**src/rtl/alu_issue.sv**
```systemverilog
// Issue/decode stage for the 8-bit ALU: decodes 9-bit instructions into registered
// ALU command/register fields and stalls read-after-write hazards against writeback.
module alu_issue #(
  parameter int WB_LAT = 2
) (
  input  logic        clk,
  input  logic        reset,
  input  logic [8:0]  instr_i,
  input  logic        in_valid,
  output logic        in_ready,
  input  logic        flush,
  output logic [3:0]  alu_cmd,
  output logic [2:0]  ra_addr,
  output logic [2:0]  rb_addr,
  output logic [2:0]  wr_addr,
  output logic        wr_en,
  output logic        is_branch,
  output logic        out_valid,
  output logic        halted,
  output logic        illegal,
  output logic [15:0] stall_cnt
);

  // Handshake: instr_i transfers on a rising edge where in_valid && in_ready.
  // Fetch holds instr_i stable while in_valid is high and in_ready is low;
  // in_ready never depends on in_valid, only on state, flush and instr_i sources.

  typedef enum logic {RUN, HALTED} state_t;
  state_t state, state_next;

  logic [3:0] op;
  logic [2:0] r_fld;
  logic       unused_bits;
  assign op          = instr_i[8:5];
  assign r_fld       = instr_i[4:2];
  assign unused_bits = ^instr_i[1:0];

  logic [3:0] d_cmd;
  logic [2:0] d_ra, d_rb, d_wr;
  logic       d_wen, d_br, d_issue, d_illegal, d_halt;
  logic       src_r, src_r0;

  always_comb begin
    d_cmd     = 4'd0;
    d_ra      = 3'd0;
    d_rb      = 3'd0;
    d_wr      = 3'd0;
    d_wen     = 1'b0;
    d_br      = 1'b0;
    d_issue   = 1'b0;
    d_illegal = 1'b0;
    d_halt    = 1'b0;
    src_r     = 1'b0;
    src_r0    = 1'b0;
    case (op)
      4'h0: d_issue = 1'b1;
      4'h1, 4'h3, 4'h4, 4'h5: begin
        d_issue = 1'b1;
        d_cmd   = op;
        d_ra    = r_fld;
        d_wen   = 1'b1;
        src_r   = 1'b1;
        src_r0  = 1'b1;
      end
      4'h2: begin
        d_issue = 1'b1;
        d_cmd   = op;
        d_ra    = r_fld;
        d_br    = 1'b1;
        src_r   = 1'b1;
      end
      4'h6: begin
        d_issue = 1'b1;
        d_cmd   = op;
        d_wr    = r_fld;
        d_wen   = 1'b1;
        src_r0  = 1'b1;
      end
      4'h7: begin
        d_issue = 1'b1;
        d_cmd   = op;
        d_ra    = r_fld;
        d_wen   = 1'b1;
        src_r   = 1'b1;
      end
      4'h8: begin
        d_issue = 1'b1;
        d_cmd   = op;
        d_rb    = r_fld;
        d_wen   = 1'b1;
        src_r   = 1'b1;
      end
      4'hF:    d_halt    = 1'b1;
      default: d_illegal = 1'b1;
    endcase
  end

  // Writeback history: entry i holds a destination written i+1 edges ago.
  logic [WB_LAT-1:0] hist_v;
  logic [2:0]        hist_dst [WB_LAT];
  logic              hazard;
  logic              fire;

  always_comb begin
    hazard = 1'b0;
    for (int i = 0; i < WB_LAT; i++) begin
      if (hist_v[i] && ((src_r && hist_dst[i] == r_fld) || (src_r0 && hist_dst[i] == 3'd0)))
        hazard = 1'b1;
    end
  end

  assign in_ready = (state == RUN) && !hazard && !flush;
  assign fire     = in_valid && in_ready;
  assign halted   = (state == HALTED);

  always_comb begin
    state_next = state;
    if (state == RUN && fire && d_halt) state_next = HALTED;
  end

  always_ff @(posedge clk) begin
    if (reset) state <= RUN;
    else       state <= state_next;
  end

  always_ff @(posedge clk) begin
    if (reset) begin
      hist_v <= '0;
      for (int i = 0; i < WB_LAT; i++) hist_dst[i] <= 3'd0;
    end else begin
      hist_v[0]   <= fire && d_wen;
      hist_dst[0] <= (fire && d_wen) ? d_wr : 3'd0;
      for (int i = 1; i < WB_LAT; i++) begin
        hist_v[i]   <= hist_v[i-1];
        hist_dst[i] <= hist_dst[i-1];
      end
    end
  end

  // Fields hold their last issued value; only out_valid marks them as fresh.
  always_ff @(posedge clk) begin
    if (reset) begin
      out_valid <= 1'b0;
      alu_cmd   <= 4'd0;
      ra_addr   <= 3'd0;
      rb_addr   <= 3'd0;
      wr_addr   <= 3'd0;
      wr_en     <= 1'b0;
      is_branch <= 1'b0;
      illegal   <= 1'b0;
      stall_cnt <= 16'd0;
    end else begin
      out_valid <= fire && d_issue;
      if (fire && d_issue) begin
        alu_cmd   <= d_cmd;
        ra_addr   <= d_ra;
        rb_addr   <= d_rb;
        wr_addr   <= d_wr;
        wr_en     <= d_wen;
        is_branch <= d_br;
      end
      if (fire && d_illegal) illegal <= 1'b1;
      if (state == RUN && in_valid && hazard && !flush && stall_cnt != 16'hFFFF)
        stall_cnt <= stall_cnt + 16'd1;
    end
  end

endmodule

```
**config.mk**
```make
export PLATFORM = sky130hd
export DESIGN_NAME = alu_issue
export DESIGN_NICKNAME = d
export VERILOG_FILES = /design/src/rtl/alu_issue.sv
export SDC_FILE = /design/constraint.sdc
export NUM_CORES = 1
export LEC_CHECK = 0
export ABC_CLOCK_PERIOD_IN_PS = 4620
export CELL_PAD_IN_SITES_DETAIL_PLACEMENT = 0
export CELL_PAD_IN_SITES_GLOBAL_PLACEMENT = 1
export CORE_MARGIN = 4
export CORE_UTILIZATION = 39
export DETAILED_ROUTE_END_ITERATION = 8
export PLACE_DENSITY = 0.9
export SYNTH_ARGS = -nofsm -noshare
export SYNTH_HDL_FRONTEND = slang
export SYNTH_SLANG_ARGS = --single-unit
```
**constraint.sdc**
```tcl
create_clock -name clk -period 4.62 [get_ports clk]
set_input_delay 0.462 -clock clk [delete_from_list [all_inputs] [get_ports clk]]
set_output_delay 0.462 -clock clk [all_outputs]
set_load 0.01 [all_outputs]
```
## Word level (Yosys, flattened, before mapping)

Memories as Yosys holds them, arrays and structs flattened.
Index checks and enable logic that the tools add are counted.

| word-level totals | value |
|---|---|
| RAM bits | 6 |
| latch bits | 0 |
| bits in read-only memories | 0 |
| output and inout port bits | 35 |
| flip-flop bits (word level) | 36 |
| memories kept | 1 |

| operators by class | value |
|---|---|
| reduce and logical (&&, ||, !) cells | 32 |
| multipliers | 0 |
| divide/modulo/power cells | 0 |
| shift operators | 0 |
| equality and inequality tests | 12 |
| add/subtract/negate cells | 1 |
| bitwise gates (word level) | 3 |
| mux-type cells | 19 |
| order comparisons | 0 |

Memories:

| memory | depth | bits a word | read ports | clocked after Yosys merged registers in | write ports | line | RTL |
|---|---|---|---|---|---|---|---|
| hist_dst | 2 | 3 | 2 | 0 | 2 | 100 | `logic [2:0] hist_dst [WB_LAT];` |

Operators with widths:

| operator | count |
|---|---|
| logical AND 1 bit | 18 |
| 2-to-1 mux 3 bit | 6 |
| adder 16 x 1 -> 16 bit, second input constant | 1 |
| == test 4 x 3 -> 1 bit, second input constant | 4 |
| inequality test 16 bit, second input constant | 1 |
| OR reduction 7 bit | 2 |
| 2-to-1 mux 1 bit | 12 |
| OR reduction 10 bit | 1 |
| OR reduction 9 bit | 1 |
| == test 4 x 2 -> 1 bit, second input constant | 2 |
| == test 4 bit, second input constant | 2 |
| OR reduction 8 bit | 1 |
| == test 3 bit | 2 |
| zero test 3 bit | 2 |
| OR reduction 6 bit | 1 |
| OR reduction 5 bit | 1 |
| == test 4 x 1 -> 1 bit, second input constant | 1 |
| zero test 4 bit | 1 |
| 2-to-1 mux 4 bit | 1 |
| zero test 1 bit | 2 |
| logical OR 1 bit | 2 |
| OR 1 bit | 2 |
| inverter 1 bit | 1 |

## Logic depth before layout (Yosys ltp)

| depth | value |
|---|---|
| word-level depth | 15 |
| mapped depth | 10 |

## Least setup slack after synthesis

No wires, ideal clock.

| timing path | value |
|---|---|
| path type | in2reg |
| start | input port instr_i[8] |
| end | register stall_cnt[13] |
| arrival time | 1,988 ps |
| stages on the path | 9 |
| slack | 2,509 ps |
| data required time | 4,497 ps |
| path through | buf_2 > inv_1 > o21ai_1 > a32oi_2 > buf_6 > o21ai_4 > buf_6 > nor4_2 > mux2_1 |

| between the ends | value |
|---|---|
| word-level cells in the longest chain between the ends | 11 |

RTL lines:

| what | line | RTL |
|---|---|---|
| from (decl) | 8 | `input logic [8:0] instr_i,` |
| == test 4 x 1 -> 1 bit (tied with other cells) | 55 | `case (op)` |
| OR reduction 7 bit (no line) / OR reduction 5 bit (equally long branches) | - |  |
| 2-to-1 mux 1 bit | 55 |  |
| logical AND 1 bit | 107 | `if (hist_v[i] && ((src_r && hist_dst[i] == r_fld) \|\| (src_r0 && hist_dst[i] == 3'd0)))` |
| logical OR 1 bit | 107 |  |
| logical AND 1 bit | 107 |  |
| 2-to-1 mux 1 bit | 107 |  |
| 2-to-1 mux 1 bit * | 107 |  |
| logical AND 1 bit * (3 in a row) | 163 | `if (state == RUN && in_valid && hazard && !flush && stall_cnt != 16'hFFFF)` |
| to (signal assigned) | 164 | `stall_cnt <= stall_cnt + 16'd1;` |
| to (decl) | 21 | `output logic [15:0] stall_cnt` |

Mark *: on every way between the ends. The rest lies on a longest branch, timed or not.
A chain may end at the register's enable or synchronous reset.

## Worst setup path in the final report

| timing path | value |
|---|---|
| start | input port instr_i[8] |
| end | output port in_ready |

| between the ends | value |
|---|---|
| word-level cells in the longest chain between the ends | 11 |

RTL lines:

| what | line | RTL |
|---|---|---|
| == test 4 x 1 -> 1 bit (tied with other cells) | 55 |  |
| OR reduction 7 bit (no line) / OR reduction 5 bit (equally long branches) | - |  |
| 2-to-1 mux 1 bit | 55 |  |
| logical AND 1 bit | 107 |  |
| logical OR 1 bit | 107 |  |
| logical AND 1 bit | 107 |  |
| 2-to-1 mux 1 bit | 107 |  |
| 2-to-1 mux 1 bit * | 107 |  |
| zero test 1 bit * | 112 | `assign in_ready = (state == RUN) && !hazard && !flush;` |
| logical AND 1 bit * (2 in a row) | 112 |  |
| to (decl) | 10 | `output logic in_ready,` |

Marked as above.

==> metrics list <==
- Switching power: between 0.15 and 0.2 mW
* Peak per-stage delay on the critical path: between 600 and 700 ps
- Worst hold path cell count: 1
- The flow ran to the end, and the final reports show no timing, DRC or antenna violations.
* Number of instances in the synthesized netlist: 204
- Vias in the first global route: between 1500 and 2000
* RePlAce Congestion: 0.8733
- Number of cells on the worst reg-to-reg path: 7
- 0 antenna diodes ended up in the layout.
- Maximum clock rate: roughly 310 MHz
- Final Cycle Share: 0.6872
- Row generation in the floorplan step produced 25 rows.
- The die is around 78 um tall.
- RSZ-0062 raised after global routing: no
- The initial antenna violation count is 0.
- Sequential group share of total power: 0.513
* IO Pins: 48
- Hpwl dp: ~3300 um
* Setup clock skew after layout: ~5.8 ps
- Once placement completed, the tool counted placed cells totaling slightly above 300.
- Across the whole layout, storage elements account for around 840 sq um.
* H-tree levels: 2
- Setup Slack @ Placement: around 1400 ps
* Post-route DRC: 0
- Cells resized by post-CTS repair: 0
- EDFF count, synth: 0
- Max cap viols: 0
- Synthesis-to-finish area growth: 31.30%
- CTS placed an instance of clkbuf_8 at the clock tree root.
- The slowest stage of the critical path is the clkdlybuf4s50_1 cell.
* Netlist Area Pre-Place: roughly 1900 sq um
* Horizontal die dimension: between 70 and 80 um
- The top cell types in the final layout, fill and taps aside, are clkdlybuf4s50_1, dfxtp_1, a21oi_1, nor2_1.
* Int Power: about 0.56 mW
* Element type at the critical path end: primary output
- Layout cells sized above 1: 0.07724
* Yosys warning total: 0
* Post-CTS Hold Fix Bufs: 0
- Clock-pin slew on the worst setup and hold paths: approximately 80 ps
- Setup tns final: 0 ps
* Pin slew with the least headroom to its limit: 669.0 ps
- Hold slack: 469.7 ps
- Overflow left after global routing: 0
- # setup viols final: 0
- Leaving out fill and tap cells, the most frequent cell in the layout is clkdlybuf4s50_1.
- Largest net degree at the start of global routing: 38
- Via total after detailed routing: roughly 1700
* Sequential fraction of the synthesis area: 0.4418
* Core Box Area: 4723 sq um
- The critical path goes through clkdlybuf4s50_1 -> inv_1 -> o21ai_1 -> a32oi_2 -> nor4_1 -> clkdlybuf4s50_1.
- Wires add up to approximately 4600 um.
* Worst Path Max Fanout: 11
- Average footprint of a synthesized cell: a little over 9 sq um
* Startpoint type of the worst setup path: input port
- Syn nets: around 220
* Cell with the most instances on the worst path: clkdlybuf4s50_1
* Global-route wire length before repair: between 7000 and 8000 um
* PwrDens: ~290 nW/um^2
- CTS tree: yes
- For this run, asynchronously set or reset flops after synthesis account for 0.
- The number of clock buffers added by TritonCTS is 5.
- WP data required: ~4200 ps
* Net count reported at finish: 260
* Latest clock arrival within the worst-skew pair: between 200 and 300 ps
* Initial core utilization: 0.4029
- CTS Buffer Depth: 2
- Seq cells post-synth: 42
- For this block, the initial DRC count from the detailed router was around 80.
- Headroom to the max-slew limit came out at 0.5506.
- Final worst-path setup slack: approximately 1400 ps
- Critical path data arrival time: about 2700 ps
- Mean number of vias per cell: approximately 5.3
- For this run, the total global-route usage over all layers was measured as 0.1535.
* Largest vdd supply drop: roughly 0.16 mV
* Final instance count without filler cells: approximately 310
* Leak Pwr: roughly 0.82 nW
* Footprint of the multi-input gates: approximately 1000 sq um
- Before antenna repair, the detailed router went through 4 iterations.
* Worst hold-check path type: reg -> reg
- The number of max-slew violations in the final report is 0.
- The share of total power dissipated in the clock network is 0.406.
- Fill cells in the final layout number roughly 460.
- Most used flip-flop cell after synthesis: dfxtp_1
- The count of nets left with antenna violations once routing finished came out at 0.
- The worst register-to-register path has a setup slack of approximately 2400 ps.
* Sinks on Clock Net: 42
- Of the total power, the share spent switching nets is 0.2130.
* Post-CTS setup buffer count: 0
- Total of buffers placed on input and output ports: 45
* Average wire per standard cell: 14.63 um
- Full die area: 6061 sq um
- The count of final hold-check violations was 0.
- Tmin final: ~3200 ps
* Number of distinct standard cells referenced by the synthesized netlist: 53
- The critical path is of the in -> out type.
- Share of power burned in combinational logic: 0.081
## worst max-delay path: cells and delay by family
family,cells,cell delay (ps)
buffers and inverters,3,1470
and+or+nand+nor,1,360
AOI/OAI and AO/OA,2,420
## cells in the mapped netlist (4+ instances only)
cell	n	area (sq um)
a21oi_1	16	80.08
a32o_1	5	50.05
and3_1	4	25.02
clkbuf_1	6	22.52
dfxtp_1	42	840.8
inv_1	5	18.77
nand2_1	10	37.54
nand3_1	9	45.04
nor2_1	12	45.04
nor2b_1	10	62.56
nor3_1	5	25.02
o21ai_0	8	40.04
o31ai_1	7	52.55
or4_1	7	52.55
xnor2_1	7	61.31
## worst paths after layout
kind	from	endpoint
setup / recovery	instr_i[8]	in_ready
hold / removal	rb_addr[2]$_SDFFE_PP0P_	rb_addr[2]$_SDFFE_PP0P_
setup reg to reg	stall_cnt[0]$_SDFFE_PP0P_	stall_cnt[13]$_SDFFE_PP0P_
hold reg to reg	rb_addr[2]$_SDFFE_PP0P_	rb_addr[2]$_SDFFE_PP0P_
## registers in the layout (all words and copies together), names as in the netlist
| name | flops |
|---|---|
| hist_dst | 6 |
| alu_cmd | 4 |
| rb_addr | 3 |
| wr_en | 1 |
| wr_addr | 3 |
| is_branch | 1 |
| hist_v | 2 |
| halted | 1 |
| ra_addr | 3 |
| stall_cnt | 16 |
| illegal | 1 |
| out_valid | 1 |
## power by group through the flow
stage | clock network (mW) | logic (mW) | registers [mW]
5_1_grt | 0.310 | 0.0638 | 0.369
2_1_floorplan | 0 | 0.0287 | 0.378
3_3_place_gp | 0 | 0.0575 | 0.377
6_report | 0.291 | 0.0583 | 0.368
4_1_cts | 0.300 | 0.0585 | 0.368
3_5_place_dp | 0 | 0.0580 | 0.377
## cell type report
| class | instances | area share |
|---|---|---|
| clock inverter | 1 | 0.01202 |
| multi-input combinational | 146 | 0.3941 |
| clock buffer | 6 | 0.03305 |
| inverter | 5 | 0.007511 |
| tap | 67 | 0.03355 |
| sequential | 42 | 0.3365 |
| timing repair buffer | 46 | 0.1833 |
## metrics by stage
step / power, mW / utilization / cell area (sq um)
detailed placement: 0.4350 / 0.5052 / 2386
global route: 0.7428 / 0.5290 / 2499
finish: 0.7179 / 0.5290 / 2499
global placement: 0.4344 / 0.5052 / 2386
floorplan: 0.4071 / - / 1903
CTS: 0.7272 / 0.5290 / 2499
## metal layers
metal / share of wire / vias to the layer above / global-route usage
li1: - / 840 / -
met1: 0.46 / 783 / 0.2054
met2: 0.47 / 38 / 0.2432
met3: 0.051 / 5 / 0.03596
met4: 0.011 / 0 / 0.04804
met5: 0 / - / 0
## logic make-up (layout without fill, tap and decap cells)
group,Yosys count,in the layout,share of synthesized area
and+or+nand+nor,79,79,0.2446
AOI/OAI and AO/OA,54,54,0.2078
DFF,42,42,0.4418
buffers and inverters,16,58,0.04076
xor gates and xnor gates,9,9,0.04142
muxes,3,3,0.01709
adders and majority gates,1,1,0.006574
Power figures use the tool's default switching activity.
